**src/rtl/uart_pkg.sv**
```systemverilog
// Shared UART definitions used by both the TX drain path and the RX fill path.
// Holds the frame-shape constants and the FSM state encoding.
package uart_pkg;

  localparam int DATA_BITS = 8;
  localparam int STOP_BITS = 1;

  typedef enum logic [2:0] {
    ST_IDLE,
    ST_FETCH,
    ST_LOAD,
    ST_START,
    ST_DATA,
    ST_PARITY,
    ST_STOP
  } uart_state_e;

  // Even parity over a data byte (1 when the byte has an odd number of ones).
  function automatic logic evenParity(input logic [DATA_BITS-1:0] b);
    return ^b;
  endfunction

endpackage

```
**src/rtl/uart_baud_gen.sv**
```systemverilog
// Bit-period timer for the UART: counts 0..CLKS_PER_BIT-1 and raises tick for
// one cycle on the last count, wrapping to 0 on the same edge. clr restarts
// the period so a new frame begins on a clean bit boundary.
module uart_baud_gen #(
  parameter int CLKS_PER_BIT = 4
) (
  input  logic clk,
  input  logic rst,
  input  logic clr,
  output logic tick
);

  localparam int CW = $clog2(CLKS_PER_BIT);

  logic [CW-1:0] cnt_q;
  logic [CW-1:0] cnt_d;

  // Next count: wrap at the bit boundary or on an explicit clear.
  always_comb begin
    tick  = (cnt_q == CW'(CLKS_PER_BIT - 1));
    cnt_d = cnt_q + 1'b1;
    if (clr || tick) begin
      cnt_d = '0;
    end
  end

  // Counter register with synchronous reset.
  always_ff @(posedge clk) begin
    if (rst) begin
      cnt_q <= '0;
    end else begin
      cnt_q <= cnt_d;
    end
  end

endmodule

```
**src/rtl/fifo_uart_tx.sv**
```systemverilog
// Drain side of the byte FIFO: reads one byte at a time and sends it as a
// UART frame (start, 8 data bits LSB first, optional parity, stop) on tx.
// Optional feature macro: UART_TX_PARITY_EN inserts an even-parity bit
// between the last data bit and the stop bit.
// CLKS_PER_BIT = CLK_FREQ/BAUD must be at least 2.
module fifo_uart_tx
  import uart_pkg::*;
#(
  parameter int CLK_FREQ = 50_000_000,
  parameter int BAUD     = 9600
) (
  input  logic       clk,
  input  logic       rst,
  input  logic       tx_en,
  input  logic       fifo_empty,
  output logic       fifo_rd,
  input  logic [7:0] fifo_data,
  output logic       tx,
  output logic       busy
);

  localparam int CLKS_PER_BIT = CLK_FREQ / BAUD;

  uart_state_e state_q, state_d;
  logic [DATA_BITS-1:0] shift_q, shift_d;
  logic [2:0] bitIdx_q, bitIdx_d;
  logic parity_q, parity_d;
  logic tx_q, tx_d;
  logic rd_q, rd_d;
  logic baudClr;
  logic baudTick;

  uart_baud_gen #(
    .CLKS_PER_BIT(CLKS_PER_BIT)
  ) u_baud (
    .clk (clk),
    .rst (rst),
    .clr (baudClr),
    .tick(baudTick)
  );

  // Next-state logic; tx and fifo_rd are derived from the next state so that
  // their registers line up exactly with the state they belong to.
  always_comb begin
    state_d  = state_q;
    shift_d  = shift_q;
    bitIdx_d = bitIdx_q;
    parity_d = parity_q;
    baudClr  = 1'b0;
    case (state_q)
      ST_IDLE: begin
        if (tx_en && !fifo_empty) begin
          state_d = ST_FETCH;
        end
      end
      ST_FETCH: begin
        state_d = ST_LOAD;
      end
      ST_LOAD: begin
        shift_d  = fifo_data;
        parity_d = evenParity(fifo_data);
        bitIdx_d = '0;
        baudClr  = 1'b1;
        state_d  = ST_START;
      end
      ST_START: begin
        if (baudTick) begin
          state_d = ST_DATA;
        end
      end
      ST_DATA: begin
        if (baudTick) begin
          shift_d = {1'b0, shift_q[DATA_BITS-1:1]};
          if (bitIdx_q == 3'(DATA_BITS - 1)) begin
            bitIdx_d = '0;
`ifdef UART_TX_PARITY_EN
            state_d  = ST_PARITY;
`else
            state_d  = ST_STOP;
`endif
          end else begin
            bitIdx_d = bitIdx_q + 3'd1;
          end
        end
      end
`ifdef UART_TX_PARITY_EN
      ST_PARITY: begin
        if (baudTick) begin
          state_d = ST_STOP;
        end
      end
`endif
      ST_STOP: begin
        if (baudTick) begin
          if (bitIdx_q == 3'(STOP_BITS - 1)) begin
            state_d = ST_IDLE;
          end else begin
            bitIdx_d = bitIdx_q + 3'd1;
          end
        end
      end
      default: begin
        state_d = ST_IDLE;
      end
    endcase

    rd_d = (state_d == ST_FETCH);
    case (state_d)
      ST_START:  tx_d = 1'b0;
      ST_DATA:   tx_d = shift_d[0];
      ST_PARITY: tx_d = parity_d;
      default:   tx_d = 1'b1;
    endcase
  end

  // State and datapath registers; reset drops any byte in flight.
  always_ff @(posedge clk) begin
    if (rst) begin
      state_q  <= ST_IDLE;
      shift_q  <= '0;
      bitIdx_q <= '0;
      parity_q <= 1'b0;
      tx_q     <= 1'b1;
      rd_q     <= 1'b0;
    end else begin
      state_q  <= state_d;
      shift_q  <= shift_d;
      bitIdx_q <= bitIdx_d;
      parity_q <= parity_d;
      tx_q     <= tx_d;
      rd_q     <= rd_d;
    end
  end

  assign tx      = tx_q;
  assign fifo_rd = rd_q;
  assign busy    = (state_q != ST_IDLE);

endmodule

```
**config.mk**
```make
export PLATFORM = sky130hd
export DESIGN_NAME = fifo_uart_tx
export DESIGN_NICKNAME = d
export VERILOG_FILES = /design/src/rtl/uart_pkg.sv /design/src/rtl/uart_baud_gen.sv /design/src/rtl/fifo_uart_tx.sv
export SDC_FILE = /design/constraint.sdc
export NUM_CORES = 1
export LEC_CHECK = 0
export ABC_AREA = 1
export BUFFER_PORTS_ARGS = -buffer_cell sky130_fd_sc_hd__buf_2
export CAP_MARGIN = 20
export CORE_MARGIN = 3
export CORE_UTILIZATION = 55
export CTS_BUF_LIST = sky130_fd_sc_hd__clkbuf_16
export CTS_CLUSTER_SIZE = 40
export DETAILED_ROUTE_END_ITERATION = 10
export PLACE_DENSITY = 0.76
export SETUP_SLACK_MARGIN = 0.15
export SKIP_CTS_REPAIR_TIMING = 1
export SLEW_MARGIN = 25
export SYNTH_ARGS = -nofsm -noshare
export SYNTH_HDL_FRONTEND = slang
export SYNTH_HIERARCHICAL = 1
export SYNTH_SLANG_ARGS = --single-unit
```
**constraint.sdc**
```tcl
create_clock -name clk -period 2.9 [get_ports clk]
set_input_delay 0.145 -clock clk [delete_from_list [all_inputs] [get_ports clk]]
set_output_delay 0.145 -clock clk [all_outputs]
set_load 0.005 [all_outputs]
```
; Word-level counts from Yosys, hierarchy flattened
; Cells that the tools add are included.
[word_totals]
register_bits = 30
in_bits = 12
output_inout_bits = 3
[op_classes]
addsub = 2
eq_ne = 14
n_reduce_logical = 12
n_mux = 17
[op_table]
columns = cell, count
row1 = $mux 3, 10
row2 = $pmux 3 s6, 1
row3 = $pmux 8 s2, 1
row4 = $eq 3x3->1 const B, 5
row5 = $add 13x1->13 const B, 1
row6 = $eq 13x13->1 const B, 1
row7 = $eq 3x2->1 const B, 3
row8 = $pmux 3 s3, 1
row9 = $mux 8, 1
row10 = $reduce_xor 8->1, 1
row11 = $eq 3x1->1 const B, 2
row12 = $logic_not 3->1, 2
row13 = $ne 2x2->1 const B, 3
row14 = $reduce_bool 3->1, 2
row15 = $reduce_and 4->1, 1
row16 = $add 3x1->3 const B, 1
row17 = $pmux 1 s3, 1
row18 = $mux 1, 2
row19 = $reduce_and 2->1, 1
row20 = $reduce_bool 2->1, 1
row21 = $reduce_or 2->1, 1
row22 = $logic_and 1x1->1, 1
row23 = $logic_not 1->1, 1
row24 = $logic_or 1x1->1, 1

; Depth between registers and ports, before layout
; Gate-level depths: netlist (run 1).
[depth]
word_depth = 6
ltp_mapped = 12
mapped_depth_nobuf = 12

; By module
; Netlist (run 1), hierarchy kept.
[by_module_without_submodules]
columns = mod, instances, area_per_inst_um2, cells_each, seq_area_each_um2
row1 = fifo_uart_tx, 1, 837.1, 117, 320.3
row2 = uart_baud_gen, 1, 686.9, 93, 260.2

; Worst setup path before layout (run 1)
; Ideal clock, no wire load.
[synth_timing]
path_type = reg-to-reg
startpoint = reg u_baud.cnt_q[0]
endpoint = reg tx_q (netlist: tx)
arrival_time_ns = 1.659
setup_ns = 0.122
path_stages_with_launch = 12
setup_slack_ns = 1.119
n_path_buf = 1
cell_sequence = dfxtp_1 -> ha_1 -> nand2_2 -> nor2_2 -> nand3_2 -> inv_1 -> clkbuf_4 -> nand3_1 -> nand3_1 -> nand3_1 -> nand3_1 -> nand3_1
[synth_between]
elab_chain_len = 5
word_cells_on_any_way = 11
cone_classes = 4 x eq/ne / 7 x mux
[synth_lines]
columns = element, line_no
row1 = start: declaration, uart_baud_gen.sv:15  ; logic [CW-1:0] cnt_q;
row2 = start signal: assignment, uart_baud_gen.sv:32  ; cnt_q <= cnt_d;
row3 = $eq 13x13->1 *, uart_baud_gen.sv:20  ; tick = (cnt_q == CW'(CLKS_PER_BIT - 1));
row4 = via baudTick, fifo_uart_tx.sv:31  ; logic baudTick;
row5 = "$mux 3, on equally long branches", "fifo_uart_tx.sv:94, fifo_uart_tx.sv:67, fifo_uart_tx.sv:72"
row6 = $pmux 3 s6, fifo_uart_tx.sv:50  ; case (state_q)
row7 = $eq 3x3->1 / $eq 3x2->1 (equally long branches), fifo_uart_tx.sv:108  ; case (state_d)
row8 = $pmux 1 s3 *, fifo_uart_tx.sv:108
row9 = end signal: assignment, fifo_uart_tx.sv:130  ; tx_q <= tx_d;
row10 = end: declaration, fifo_uart_tx.sv:28  ; logic tx_q, tx_d;
; The timed path passes the listed nets; every way through them passes the cells marked *. The select of a mux whose other input is x is not followed.
; A chain may end at the register's enable or synchronous reset.

; Worst setup path after layout (run 1)
; Ends and elaborated chain as after synthesis.

==> results of run 1 <==
[area by class of cell]
| type | instances | area share |
|---|---|---|
| sequential | 29 | 0.340 |
| clock inverter | 3 | 0.00659 |
| timing repair buffer | 15 | 0.0454 |
| clock buffer | 5 | 0.0732 |
| inverter | 24 | 0.0527 |
| tap | 30 | 0.0220 |
| multi-input combinational | 150 | 0.460 |
[power by group]
part	switching [mW]	leakage [nW]	internal (mW)	total, mW
sequential	0.0170	0.235	0.421	0.438
clock	0.164	0.0776	0.307	0.471
combinational	0.0716	0.351	0.0416	0.113
[worst max path at each step]
| stage | slack, ns | start | depth (start not counted) | endpoint |
|---|---|---|---|---|
| 6_report | 0.85 | u_baud/cnt_q[0]$_SDFF_PP0_ | 10 | tx$_SDFF_PP1_ |
| 2_1_floorplan | 1.12 | u_baud/cnt_q[0]$_SDFF_PP0_ | 11 | tx$_SDFF_PP1_ |
| 5_1_grt | 0.61 | u_baud/cnt_q[0]$_SDFF_PP0_ | 10 | tx$_SDFF_PP1_ |
| 3_5_place_dp | 0.85 | u_baud/cnt_q[0]$_SDFF_PP0_ | 10 | tx$_SDFF_PP1_ |
| 3_3_place_gp | 0.96 | u_baud/cnt_q[0]$_SDFF_PP0_ | 10 | tx$_SDFF_PP1_ |
| 4_1_cts | 0.84 | u_baud/cnt_q[0]$_SDFF_PP0_ | 10 | tx$_SDFF_PP1_ |
[routing by layer]
layer  vias up  track usage  wire [µm]
met4         0        0.100         44
li1        716            -          -
met1       638        0.262       1460
met2        42        0.317       1370
met3         6       0.0746        142
met5         -            0          0
[per-stage QoR]
step	area, µm²	std cells
finish	1710	256
CTS	1710	256
detailed placement	1570	248
global placement	1570	248
floorplan	1520	210
global route	1710	256
[registers in the layout (all words and copies together) (netlist names)]
name / flops
bitIdx_q: 3
fifo_rd: 1
u_baud/cnt_q: 13
tx: 1
state_q: 3
shift_q: 8
[cells by family after synthesis]
kind of cell,Yosys count
compound gates,21
fa+ha+maj,4
simple gates,119
buf+inv,31
xor+xnor,6
flops,29
[critical path, stage by stage, from the launching register on]
cell and delay (ns):
sky130_fd_sc_hd__dfxtp_1 0.39, sky130_fd_sc_hd__ha_1 0.24, sky130_fd_sc_hd__nand2_2 0.08, sky130_fd_sc_hd__nor2_2 0.12, sky130_fd_sc_hd__nand3_2 0.12, sky130_fd_sc_hd__inv_1 0.30
sky130_fd_sc_hd__nand3_1 0.30, sky130_fd_sc_hd__nand3_1 0.17, sky130_fd_sc_hd__nand3_1 0.08, sky130_fd_sc_hd__nand3_1 0.08, sky130_fd_sc_hd__nand3_1 0.06
[cell usage after synthesis]
cell type                   n
sky130_fd_sc_hd__a21oi_1    8
sky130_fd_sc_hd__ha_1       4
sky130_fd_sc_hd__nand2_4    1
sky130_fd_sc_hd__nand3_2    2
sky130_fd_sc_hd__a31oi_1    7
sky130_fd_sc_hd__dfxtp_1   29
sky130_fd_sc_hd__nor3_1     1
sky130_fd_sc_hd__xnor2_1    2
sky130_fd_sc_hd__o21ai_0    3
sky130_fd_sc_hd__inv_1     23
sky130_fd_sc_hd__buf_4      1
sky130_fd_sc_hd__xor2_1     4
sky130_fd_sc_hd__nor2_2    11
sky130_fd_sc_hd__inv_2      1
sky130_fd_sc_hd__clkbuf_4   1
sky130_fd_sc_hd__nand2_2    2
sky130_fd_sc_hd__clkbuf_1   1
sky130_fd_sc_hd__nor2_1    23
sky130_fd_sc_hd__nand2_1   44
sky130_fd_sc_hd__buf_6      2
sky130_fd_sc_hd__buf_12     1
sky130_fd_sc_hd__a21oi_2    2
sky130_fd_sc_hd__nand4_1   12
sky130_fd_sc_hd__buf_2      1
sky130_fd_sc_hd__o21ai_2    1
sky130_fd_sc_hd__nand3_1   23
==> reports/metrics.yaml, run 1 <==
r2r_start: "u_baud/cnt_q[0]$_SDFF_PP0_"
antenna_nets_post_route: 0
dr_drc_count: 0
vdd_drop_max_uv: 545
mapped_cell_area_um2: 1520
max_slew.worst_pin.slew_ns: 0.441
detailedPlace.worstSlack_ns: 0.854
rows: 18
post_drt_via_cell_ratio: 5.48
yosys.area_share.simple: 0.367
n_fill_cell: 220
timing.reg2reg.worst_path_depth: 10
vias_in_the_first_global_route: 1297
hold_end: "fifo_rd$_SDFF_PP0_"
fin_tns_setup_ns: 0
initial_utilization: 0.599
fraction_of_synthesized_cell_area_in_xor_and_xnor_cells: 0.0345
syn_inst: 210
finalClockSkew_ns: 0.00676
detail_route.wirelength_um: 3020
yosys_register_bits: 29
drv_cap: 0
chipHeight_um: 58.6
worst-endpoint-required_ns: 3.06
overflow: 0
sequential_to_total_area_share_from_yosys_stat: 0.381
worstSkewPairLatency_ns: 0.27
static-leakage-power_nw: 0.664
worst-r2r-setup-slack_ns: 0.85
regToRegEndpoint: "tx$_SDFF_PP1_"
synthDominantAreaCellType: "sky130_fd_sc_hd__dfxtp_1"
yosys_warnings: 6
final_cell_mix: "sky130_fd_sc_hd__nand2_1 (44), sky130_fd_sc_hd__dfxtp_1 (29), sky130_fd_sc_hd__inv_1 (26)"
period_minus_slack_ns: 2.05
synthMuxAreaShare: 0
clkSinkCount: 29
cts.reportedPaths.clkPinSlew_ns: 0.04
seq_area_um2: 581
min_from: "tx_en"
firstDrtPassIters: 4
drt-initial-drc-count: 50
cts.htree.levels: 2
clock_buffers_created_by_tritoncts: 5
area_occupied_by_multi_input_gates_um2: 787
synthAdderAreaFrac: 0.0328
layout_commonest_cell: "sky130_fd_sc_hd__nand2_1"
finish.net_count: 241
slew_viol_final: 0
pin_count_of_the_biggest_net_entering_global_routing: 15
criticalPathCategory: "reg -> reg"
fin_worst_hold_slack_ns: 0.115
timing.critical_path.fanout_max: 12
root_buffer: "sky130_fd_sc_hd__clkbuf_16"
synth_compound_gate_area_share: 0.0821
synthTopCellsByArea: "sky130_fd_sc_hd__dfxtp_1 (38%), sky130_fd_sc_hd__nand2_1 (11%), sky130_fd_sc_hd__nand3_1 (7.6%)"
antenna_found_initial: 0
critical_path_arrival_ns: 2.21
hold_depth: 3
final_core_utilization: 0.672
boundaryPins: 15
run_status: "finished clean"
cts_buffer_depth: 2
synth_top_cell_area_share: 0.381
ys_types: 26
synth_nets: 226
hold_path.class: "in -> reg"
tightest_slew_margin_relative_to_the_limit: 0.706
tritoncts: "built"
setup.worst_path.start_class: "flip-flop"
post-layout-total-power_mw: 1.02
unrepaired_setup_endpoints_after_global_routing: "false"
die_area_um2: 3440
endpoint_kind: "flip-flop"
gr-usage-all-layers: 0.208
dr_total_vias: 1402
port_buffers: 14
worst_slack_ns: 0.848
route.detailed.wl_per_inst_um: 11.8
grt_pass1_wl_um: 5420
syn_area_per_cell_um2: 7.26
dp.final_hpwl_um: 2220
core_area_um2: 2540
gp_congestion: 0.882
antenna_cells: 0
die_x_um: 58.6
final_layout_size_suffix_gt1_frac: 0.177
synth_top_family_by_area: "simple AND/OR/NAND/NOR gates"
final-setup-viol-count: 0
final_hold_viols: 0
area_growth_synth_to_finish_pct: 12.2
timing.final.crit_share: 0.708
power_density_nw_per_um2: 598
max_freq_mhz: 487
(Power assumes the default switching activity.)
==> inputs of run 2 (changes only) <==
--- a/config.mk
+++ b/config.mk
@@ -5,7 +5,7 @@
 export SDC_FILE = /design/constraint.sdc
 export NUM_CORES = 1
 export LEC_CHECK = 0
-export ABC_AREA = 1
+export ABC_AREA = 0
 export BUFFER_PORTS_ARGS = -buffer_cell sky130_fd_sc_hd__buf_2
 export CAP_MARGIN = 20
 export CORE_MARGIN = 3
==> constraint.sdc (replaced) <==
create_clock -name clk -period 2.1 [get_ports clk]
set_input_delay 0.105 -clock clk [delete_from_list [all_inputs] [get_ports clk]]
set_output_delay 0.105 -clock clk [all_outputs]
set_load 0.005 [all_outputs]
==> reports/metrics.yaml, run 2 <==
run_status: "finished clean"  # unchanged
slew_viol_final: 0  # unchanged
dr_total_vias: 1396  # was 1,402
core_area_um2: 2610  # was 2540 µm²
final-setup-viol-count: 0  # unchanged
cts_buffer_depth: 2  # unchanged
gr-usage-all-layers: 0.226  # was 0.208
cts.htree.levels: 2  # unchanged
synthAdderAreaFrac: 0.0315  # was 0.0328
setup.worst_path.start_class: "flip-flop"  # unchanged
fin_tns_setup_ns: 0  # unchanged
critical_path_arrival_ns: 2.12  # was 2.21 ns
boundaryPins: 15  # unchanged
pin_count_of_the_biggest_net_entering_global_routing: 18  # was 15
yosys.area_share.simple: 0.307  # was 0.367
worst-endpoint-required_ns: 2.30  # was 3.06 ns
final_layout_size_suffix_gt1_frac: 0.313  # was 0.177
yosys_warnings: 6  # unchanged
largest-register: "u_baud/cnt_q"  # unchanged
critical-path-top-cell-by-count: "sky130_fd_sc_hd__buf_4"  # was sky130_fd_sc_hd__nand3_1
port_buffers: 14  # unchanged
synth_top_cell_area_share: 0.366  # was 0.381
vias_in_the_first_global_route: 1356  # was 1,297
chipHeight_um: 59.7  # was 58.6 µm
synthMostInstantiatedCell: "sky130_fd_sc_hd__dfxtp_1"  # was sky130_fd_sc_hd__nand2_1
tightest_slew_margin_relative_to_the_limit: 0.758  # was 0.706
synth-main-ff-cell: "sky130_fd_sc_hd__dfxtp_1"  # unchanged
static-leakage-power_nw: 0.647  # was 0.664 nW
layout_commonest_cell: "sky130_fd_sc_hd__dfxtp_1"  # was sky130_fd_sc_hd__nand2_1
worstSkewPairLatency_ns: 0.27  # about the same
top_regs: "u_baud/cnt_q (13), shift_q (8)"  # unchanged
synth_nets: 186  # was 226
rows: 18  # unchanged
die_x_um: 59.7  # was 58.6 µm
hold_end: "shift_q[7]$_SDFFE_PP0P_"  # was fifo_rd$_SDFF_PP0_
timing.critical_path.fanout_max: 7  # was 12
vdd_drop_max_uv: 878  # was 545 µV
critical_path.startpoint: "u_baud/cnt_q[5]$_SDFF_PP0_"  # was u_baud/cnt_q[0]$_SDFF_PP0_
regToRegEndpoint: "fifo_rd$_SDFF_PP0_"  # was tx$_SDFF_PP1_
root_buffer: "sky130_fd_sc_hd__clkbuf_16"  # unchanged
overflow: 0  # unchanged
clkSinkCount: 29  # unchanged
period_minus_slack_ns: 1.91  # was 2.05 ns
grt_pass1_wl_um: 5930  # was 5420 µm
synthMuxAreaShare: 0.0126  # was 0
hold_depth: 3  # unchanged
area_after_dpl_um2: 1690  # was 1570 µm²
dp.final_hpwl_um: 2470  # was 2220 µm
power_density_nw_per_um2: 714  # was 598 nW/µm²
die_area_um2: 3570  # was 3440 µm²
post-layout-total-power_mw: 1.34  # was 1.02 mW
synth_compound_gate_area_share: 0.206  # was 0.0821
route.detailed.wl_per_inst_um: 16.5  # was 11.8 µm
largest_register_ffs: 13  # unchanged
max_slew.worst_pin.slew_ns: 0.353  # was 0.441 ns
finish.net_count: 208  # was 241
max_freq_mhz: 523  # was 487 MHz
final_hold_viols: 0  # unchanged
firstDrtPassIters: 4  # unchanged
endpoint_kind: "flip-flop"  # unchanged
sequential_to_total_area_share_from_yosys_stat: 0.366  # was 0.381
dr_drc_count: 0  # unchanged
final_core_utilization: 0.721  # was 0.672
syn_area_per_cell_um2: 9.34  # was 7.26 µm²
hold_path.class: "in -> reg"  # unchanged
post_drt_via_cell_ratio: 6.29  # was 5.48
syn_inst: 170  # was 210
yosys_register_bits: 29  # unchanged
criticalPathCategory: "reg -> reg"  # unchanged
r2r_start: "u_baud/cnt_q[5]$_SDFF_PP0_"  # was u_baud/cnt_q[0]$_SDFF_PP0_
synthTopCellsByArea: "sky130_fd_sc_hd__dfxtp_1 (37%), sky130_fd_sc_hd__a211oi_2 (4.7%), sky130_fd_sc_hd__a22oi_1 (3.3%)"  # was sky130_fd_sc_hd__dfxtp_1 (38%), sky130_fd_sc_hd__nand2_1 (11%), sky130_fd_sc_hd__nand3_1 (7.6%)
post_synth_edffs: 0  # unchanged
tritoncts: "built"  # unchanged
critical_path.max_stage_delay_ns: 0.32  # was 0.39 ns
crit_slowest_cell: "sky130_fd_sc_hd__dfxtp_1"  # unchanged
antenna_cells: 0  # unchanged
antenna_nets_post_route: 0  # unchanged
synthDominantAreaCellType: "sky130_fd_sc_hd__dfxtp_1"  # unchanged
fraction_of_synthesized_cell_area_in_xor_and_xnor_cells: 0.0165  # was 0.0345
finalClockSkew_ns: 0.00515  # was 0.00676 ns
initial_utilization: 0.608  # was 0.599
timing.critical_path.cells: "nor4bb_2 -> nand4_1 -> nor4_2 -> buf_4 -> buf_4 -> nand3b_1 -> a32oi_2 -> and3_1"  # was ha_1 -> nand2_2 -> nor2_2 -> nand3_2 -> inv_1 -> nand3_1 -> nand3_1 -> nand3_1 -> nand3_1 -> nand3_1
min_from: "fifo_data[7]"  # was tx_en
worst-r2r-setup-slack_ns: 0.19  # was 0.85 ns
gp_congestion: 0.886  # was 0.882
clock_buffers_created_by_tritoncts: 5  # unchanged
area_growth_synth_to_finish_pct: 18.6  # was 12.2%
timing.reg2reg.worst_path_depth: 8  # was 10
fin_worst_hold_slack_ns: 0.111  # was 0.115 ns
cts.reportedPaths.clkPinSlew_ns: 0.05  # was 0.04 ns
async_reset_ff_frac: 0  # unchanged
drt-initial-drc-count: 86  # was 50
detail_route.wirelength_um: 3670  # was 3020 µm
drv_cap: 0  # unchanged
unrepaired_setup_endpoints_after_global_routing: "true"  # was false
ys_top_cells_by_count: "sky130_fd_sc_hd__dfxtp_1 (29), sky130_fd_sc_hd__nand2_1 (12), sky130_fd_sc_hd__a21oi_1 (10)"  # was sky130_fd_sc_hd__nand2_1 (44), sky130_fd_sc_hd__dfxtp_1 (29), sky130_fd_sc_hd__inv_1 (23), sky130_fd_sc_hd__nand3_1 (23), sky130_fd_sc_hd__nor2_1 (23)
stdcell_area_um2: 1880  # was 1710 µm²
synth_top_family_by_area: "simple AND/OR/NAND/NOR gates"  # unchanged
antenna_found_initial: 0  # unchanged
timing.final.crit_share: 0.911  # was 0.708
final_cell_mix: "sky130_fd_sc_hd__dfxtp_1 (27), sky130_fd_sc_hd__buf_2 (14), sky130_fd_sc_hd__nand2_1 (11), sky130_fd_sc_hd__buf_4 (11), sky130_fd_sc_hd__a21oi_1 (10)"  # was sky130_fd_sc_hd__nand2_1 (44), sky130_fd_sc_hd__dfxtp_1 (29), sky130_fd_sc_hd__inv_1 (26)
ys_types: 50  # was 26
mapped_cell_area_um2: 1590  # was 1520 µm²
==> run 2: layout make-up <==
cell class,count,area [µm²]
clock inverter,2,7.51
inverter,5,18.8
fill,200,729
tap,30,37.5
timing repair buffer,26,164
sequential,29,583
clock buffer,5,125
multi-input combinational,125,947
==> run 2: how the worst max path moves through the flow <==
stage / to / slack, ns
3_3_place_gp: tx$_SDFF_PP1_ / 0.17
6_report: fifo_rd$_SDFF_PP0_ / 0.19
3_5_place_dp: shift_q[3]$_SDFFE_PP0P_ / 0.12
5_1_grt: shift_q[4]$_SDFFE_PP0P_ / 0.05
2_1_floorplan: tx$_SDFF_PP1_ / 0.24
4_1_cts: shift_q[5]$_SDFFE_PP0P_ / 0.07
==> run 2: critical path: cells and delay by family (launching register included) <==
kind                   cells  cell delay [ns]
AO/OA/AOI/OAI              1             0.27
AND/OR/NAND/NOR            5             0.95
buffers and inverters      2             0.31
flip-flops                 1             0.32
==> run 2: kinds of logic after synthesis <==
group / Yosys count
and+or+nand+nor: 71
AOI/OAI and AO/OA: 45
DFF: 29
buffers and inverters: 16
adders and majority gates: 4
xor gates and xnor gates: 3
muxes: 2
==> run 2: metal layers <==
layer	vias up	wire length, µm	track usage
met4	0	49	0.0854
li1	682	-	-
met1	682	1440	0.221
met3	4	114	0.0799
met5	-	0	0
met2	28	2070	0.427
==> run 2: through the flow <==
| step | std cells | setup WS (ns) |
|---|---|---|
| 6_report | 222 | 0.187 |
| 5_1_grt | 222 | 0.0487 |
| 4_1_cts | 220 | 0.0715 |
| 3_5_place_dp | 213 | 0.115 |
| 3_3_place_gp | 213 | 0.166 |
| 2_1_floorplan | 170 | 0.239 |
==> run 2: report_power, final <==
| group | internal (mW) | switching [mW] | total [mW] | leakage [nW] |
|---|---|---|---|---|
| sequential | 0.573 | 0.0151 | 0.588 | 0.236 |
| combinational | 0.0510 | 0.0654 | 0.116 | 0.343 |
| clock | 0.421 | 0.220 | 0.641 | 0.0685 |
==> inputs of run 3 (changes only) <==
--- a/config.mk
+++ b/config.mk
@@ -9,11 +9,11 @@
 export BUFFER_PORTS_ARGS = -buffer_cell sky130_fd_sc_hd__buf_2
 export CAP_MARGIN = 20
 export CORE_MARGIN = 3
-export CORE_UTILIZATION = 55
+export CORE_UTILIZATION = 58
 export CTS_BUF_LIST = sky130_fd_sc_hd__clkbuf_16
 export CTS_CLUSTER_SIZE = 40
 export DETAILED_ROUTE_END_ITERATION = 10
-export PLACE_DENSITY = 0.76
+export PLACE_DENSITY = 0.79
 export SETUP_SLACK_MARGIN = 0.15
 export SKIP_CTS_REPAIR_TIMING = 1
 export SLEW_MARGIN = 25
==> reports/metrics.yaml, run 3 (synthesis gave the netlist of run 2 again) <==
firstDrtPassIters: 4  # unchanged
die_area_um2: 3400  # was 3570 µm²
vdd_drop_max_uv: 665  # was 878 µV
area_growth_synth_to_finish_pct: 20.0  # was 18.6%
port_buffers: 14  # unchanged
final_hold_viols: 0  # unchanged
dp.final_hpwl_um: 2400  # was 2470 µm
stdcell_count: 225  # was 222
final_cell_mix: "sky130_fd_sc_hd__dfxtp_1 (25), sky130_fd_sc_hd__buf_2 (14), sky130_fd_sc_hd__buf_4 (13)"  # was sky130_fd_sc_hd__dfxtp_1 (27), sky130_fd_sc_hd__buf_2 (14), sky130_fd_sc_hd__nand2_1 (11), sky130_fd_sc_hd__buf_4 (11), sky130_fd_sc_hd__a21oi_1 (10)
drv_cap: 0  # unchanged
chipHeight_um: 58.3  # was 59.7 µm
root_buffer: "sky130_fd_sc_hd__clkbuf_16"  # unchanged
cts.reportedPaths.clkPinSlew_ns: 0.05  # about the same
dr_drc_count: 0  # unchanged
detailedPlace.worstSlack_ns: 0.0181  # was 0.115 ns
tritoncts: "built"  # unchanged
finalClockSkew_ns: 0.00420  # was 0.00515 ns
criticalPathCategory: "reg -> reg"  # unchanged
setup.worst_path.start_class: "flip-flop"  # unchanged
run_status: "finished clean"  # unchanged
gr-usage-all-layers: 0.229  # was 0.226
critical_path.max_stage_delay_ns: 0.33  # was 0.32 ns
timing.critical_path.cells: "nor4bb_2 -> nand4_1 -> nor4_2 -> buf_4 -> and4bb_4 -> buf_4 -> a22oi_1 -> a21oi_1"  # was nor4bb_2 -> nand4_1 -> nor4_2 -> buf_4 -> buf_4 -> nand3b_1 -> a32oi_2 -> and3_1
critical_path_arrival_ns: 2.02  # was 2.12 ns
cts.htree.levels: 2  # unchanged
slew_viol_final: 0  # unchanged
pin_count_of_the_biggest_net_entering_global_routing: 18  # unchanged
finish.net_count: 210  # was 208
unrepaired_setup_endpoints_after_global_routing: "true"  # unchanged
overflow: 0  # unchanged
power_density_nw_per_um2: 719  # was 714 nW/µm²
worst-endpoint-required_ns: 2.31  # was 2.30 ns
grt_pass1_wl_um: 6000  # was 5930 µm
gp_congestion: 0.841  # was 0.886
antenna_found_initial: 0  # unchanged
largest_register_ffs: 13  # unchanged
clkSinkCount: 29  # unchanged
top_regs: "u_baud/cnt_q (13), shift_q (8)"  # unchanged
static-leakage-power_nw: 0.666  # was 0.647 nW
hold_path.class: "in -> reg"  # unchanged
drt-initial-drc-count: 86  # unchanged
area_after_dpl_um2: 1710  # was 1690 µm²
final_layout_size_suffix_gt1_frac: 0.328  # was 0.313
endpoint_kind: "flip-flop"  # unchanged
layout_commonest_cell: "sky130_fd_sc_hd__dfxtp_1"  # unchanged
initial_utilization: 0.624  # was 0.608
antenna_nets_post_route: 0  # unchanged
cts_buffer_depth: 2  # unchanged
tightest_slew_margin_relative_to_the_limit: 0.758  # about the same
largest-register: "u_baud/cnt_q"  # unchanged
clock_buffers_created_by_tritoncts: 5  # unchanged
post_drt_via_cell_ratio: 6.36  # was 6.29
max_freq_mhz: 552  # was 523 MHz
period_minus_slack_ns: 1.81  # was 1.91 ns
antenna_cells: 0  # unchanged
die_x_um: 58.3  # was 59.7 µm
timing.critical_path.fanout_max: 8  # was 7
worst-r2r-setup-slack_ns: 0.29  # was 0.19 ns
worst_slack_ns: 0.287  # was 0.187 ns
max_slew.worst_pin.slew_ns: 0.363  # was 0.353 ns
rows: 18  # unchanged
critical-path-top-cell-by-count: "sky130_fd_sc_hd__buf_4"  # unchanged
route.detailed.wl_per_inst_um: 16.0  # was 16.5 µm
timing.final.crit_share: 0.863  # was 0.911
final-setup-viol-count: 0  # unchanged
boundaryPins: 15  # unchanged
stdcell_area_um2: 1910  # was 1880 µm²
place.detailed.instances: 215  # was 213
worstSkewPairLatency_ns: 0.27  # about the same
dr_total_vias: 1430  # was 1,396
detail_route.wirelength_um: 3610  # was 3670 µm
vias_in_the_first_global_route: 1456  # was 1,356
crit_slowest_cell: "sky130_fd_sc_hd__dfxtp_2"  # was sky130_fd_sc_hd__dfxtp_1
core_area_um2: 2540  # was 2610 µm²
-- run 3: changes by cell type in the layout (fill, tap and decap cells not counted) --
cell                       previous run  this run
sky130_fd_sc_hd__nand2_2              1         0
sky130_fd_sc_hd__and4bb_2             1         0
sky130_fd_sc_hd__clkinv_2             0         2
sky130_fd_sc_hd__dfxtp_1             27        25
sky130_fd_sc_hd__dfxtp_2              2         4
sky130_fd_sc_hd__clkinv_1             1         0
sky130_fd_sc_hd__ha_1                 3         4
sky130_fd_sc_hd__and4bb_4             0         1
sky130_fd_sc_hd__buf_4               11        13
sky130_fd_sc_hd__nand2_1             11        12
sky130_fd_sc_hd__ha_2                 1         0
-- run 3: layout make-up --
type / instances / area [µm²]
Clock inverter: 3 / 13.8
Sequential cell: 29 / 586
Clock buffer: 5 / 125
Timing Repair Buffer: 28 / 179
Tap cell: 30 / 37.5
Fill cell: 169 / 639
Multi-Input combinational cell: 125 / 946
Inverter: 5 / 18.8
-- run 3: metal layers --
metal | up-vias | wire length (µm) | track usage
li1 | 684 | - | -
met1 | 684 | 1400 | 0.245
met2 | 47 | 1880 | 0.400
met3 | 15 | 192 | 0.0724
met4 | 0 | 138 | 0.116
met5 | - | 0 | 0
-- run 3: through the flow --
step | util | hold slack [ns] | TNS, ns | power [mW]
final | 0.749 | 0.0865 | 0 | 1.37
after global routing | 0.749 | 0.108 | 0 | 1.41
after CTS | 0.726 | 0.0889 | -0.0225 | 1.37
after detailed placement | 0.671 | 0.371 | 0 | 0.708
after global placement | 0.671 | 0.363 | 0 | 0.702
after floorplan | - | 0.266 | 0 | 0.673
-- run 3: path summary, 6_finish.rpt --
kind	startpoint	to	cells after the start
worst min register to register	u_baud/cnt_q[0]$_SDFF_PP0_	u_baud/cnt_q[0]$_SDFF_PP0_	1
worst max register to register	u_baud/cnt_q[5]$_SDFF_PP0_	shift_q[4]$_SDFFE_PP0P_	8
worst max-delay path	u_baud/cnt_q[5]$_SDFF_PP0_	shift_q[4]$_SDFFE_PP0P_	8
worst min-delay path	fifo_data[7]	shift_q[7]$_SDFFE_PP0P_	3
-- run 3: report_power, final --
| group | switching, mW | total [mW] | leakage, nW | internal, mW |
|---|---|---|---|---|
| registers | 0.0161 | 0.588 | 0.237 | 0.572 |
| clock network | 0.240 | 0.668 | 0.0748 | 0.429 |
| logic | 0.0627 | 0.114 | 0.354 | 0.0517 |
-- run 3: critical path: cells and delay by family (launching register included) --
family                 cells  cell delay [ns]
and+or+nand+nor            4             0.89
DFF                        1             0.33
AOI/OAI and AO/OA          2             0.19
buffers and inverters      2             0.34
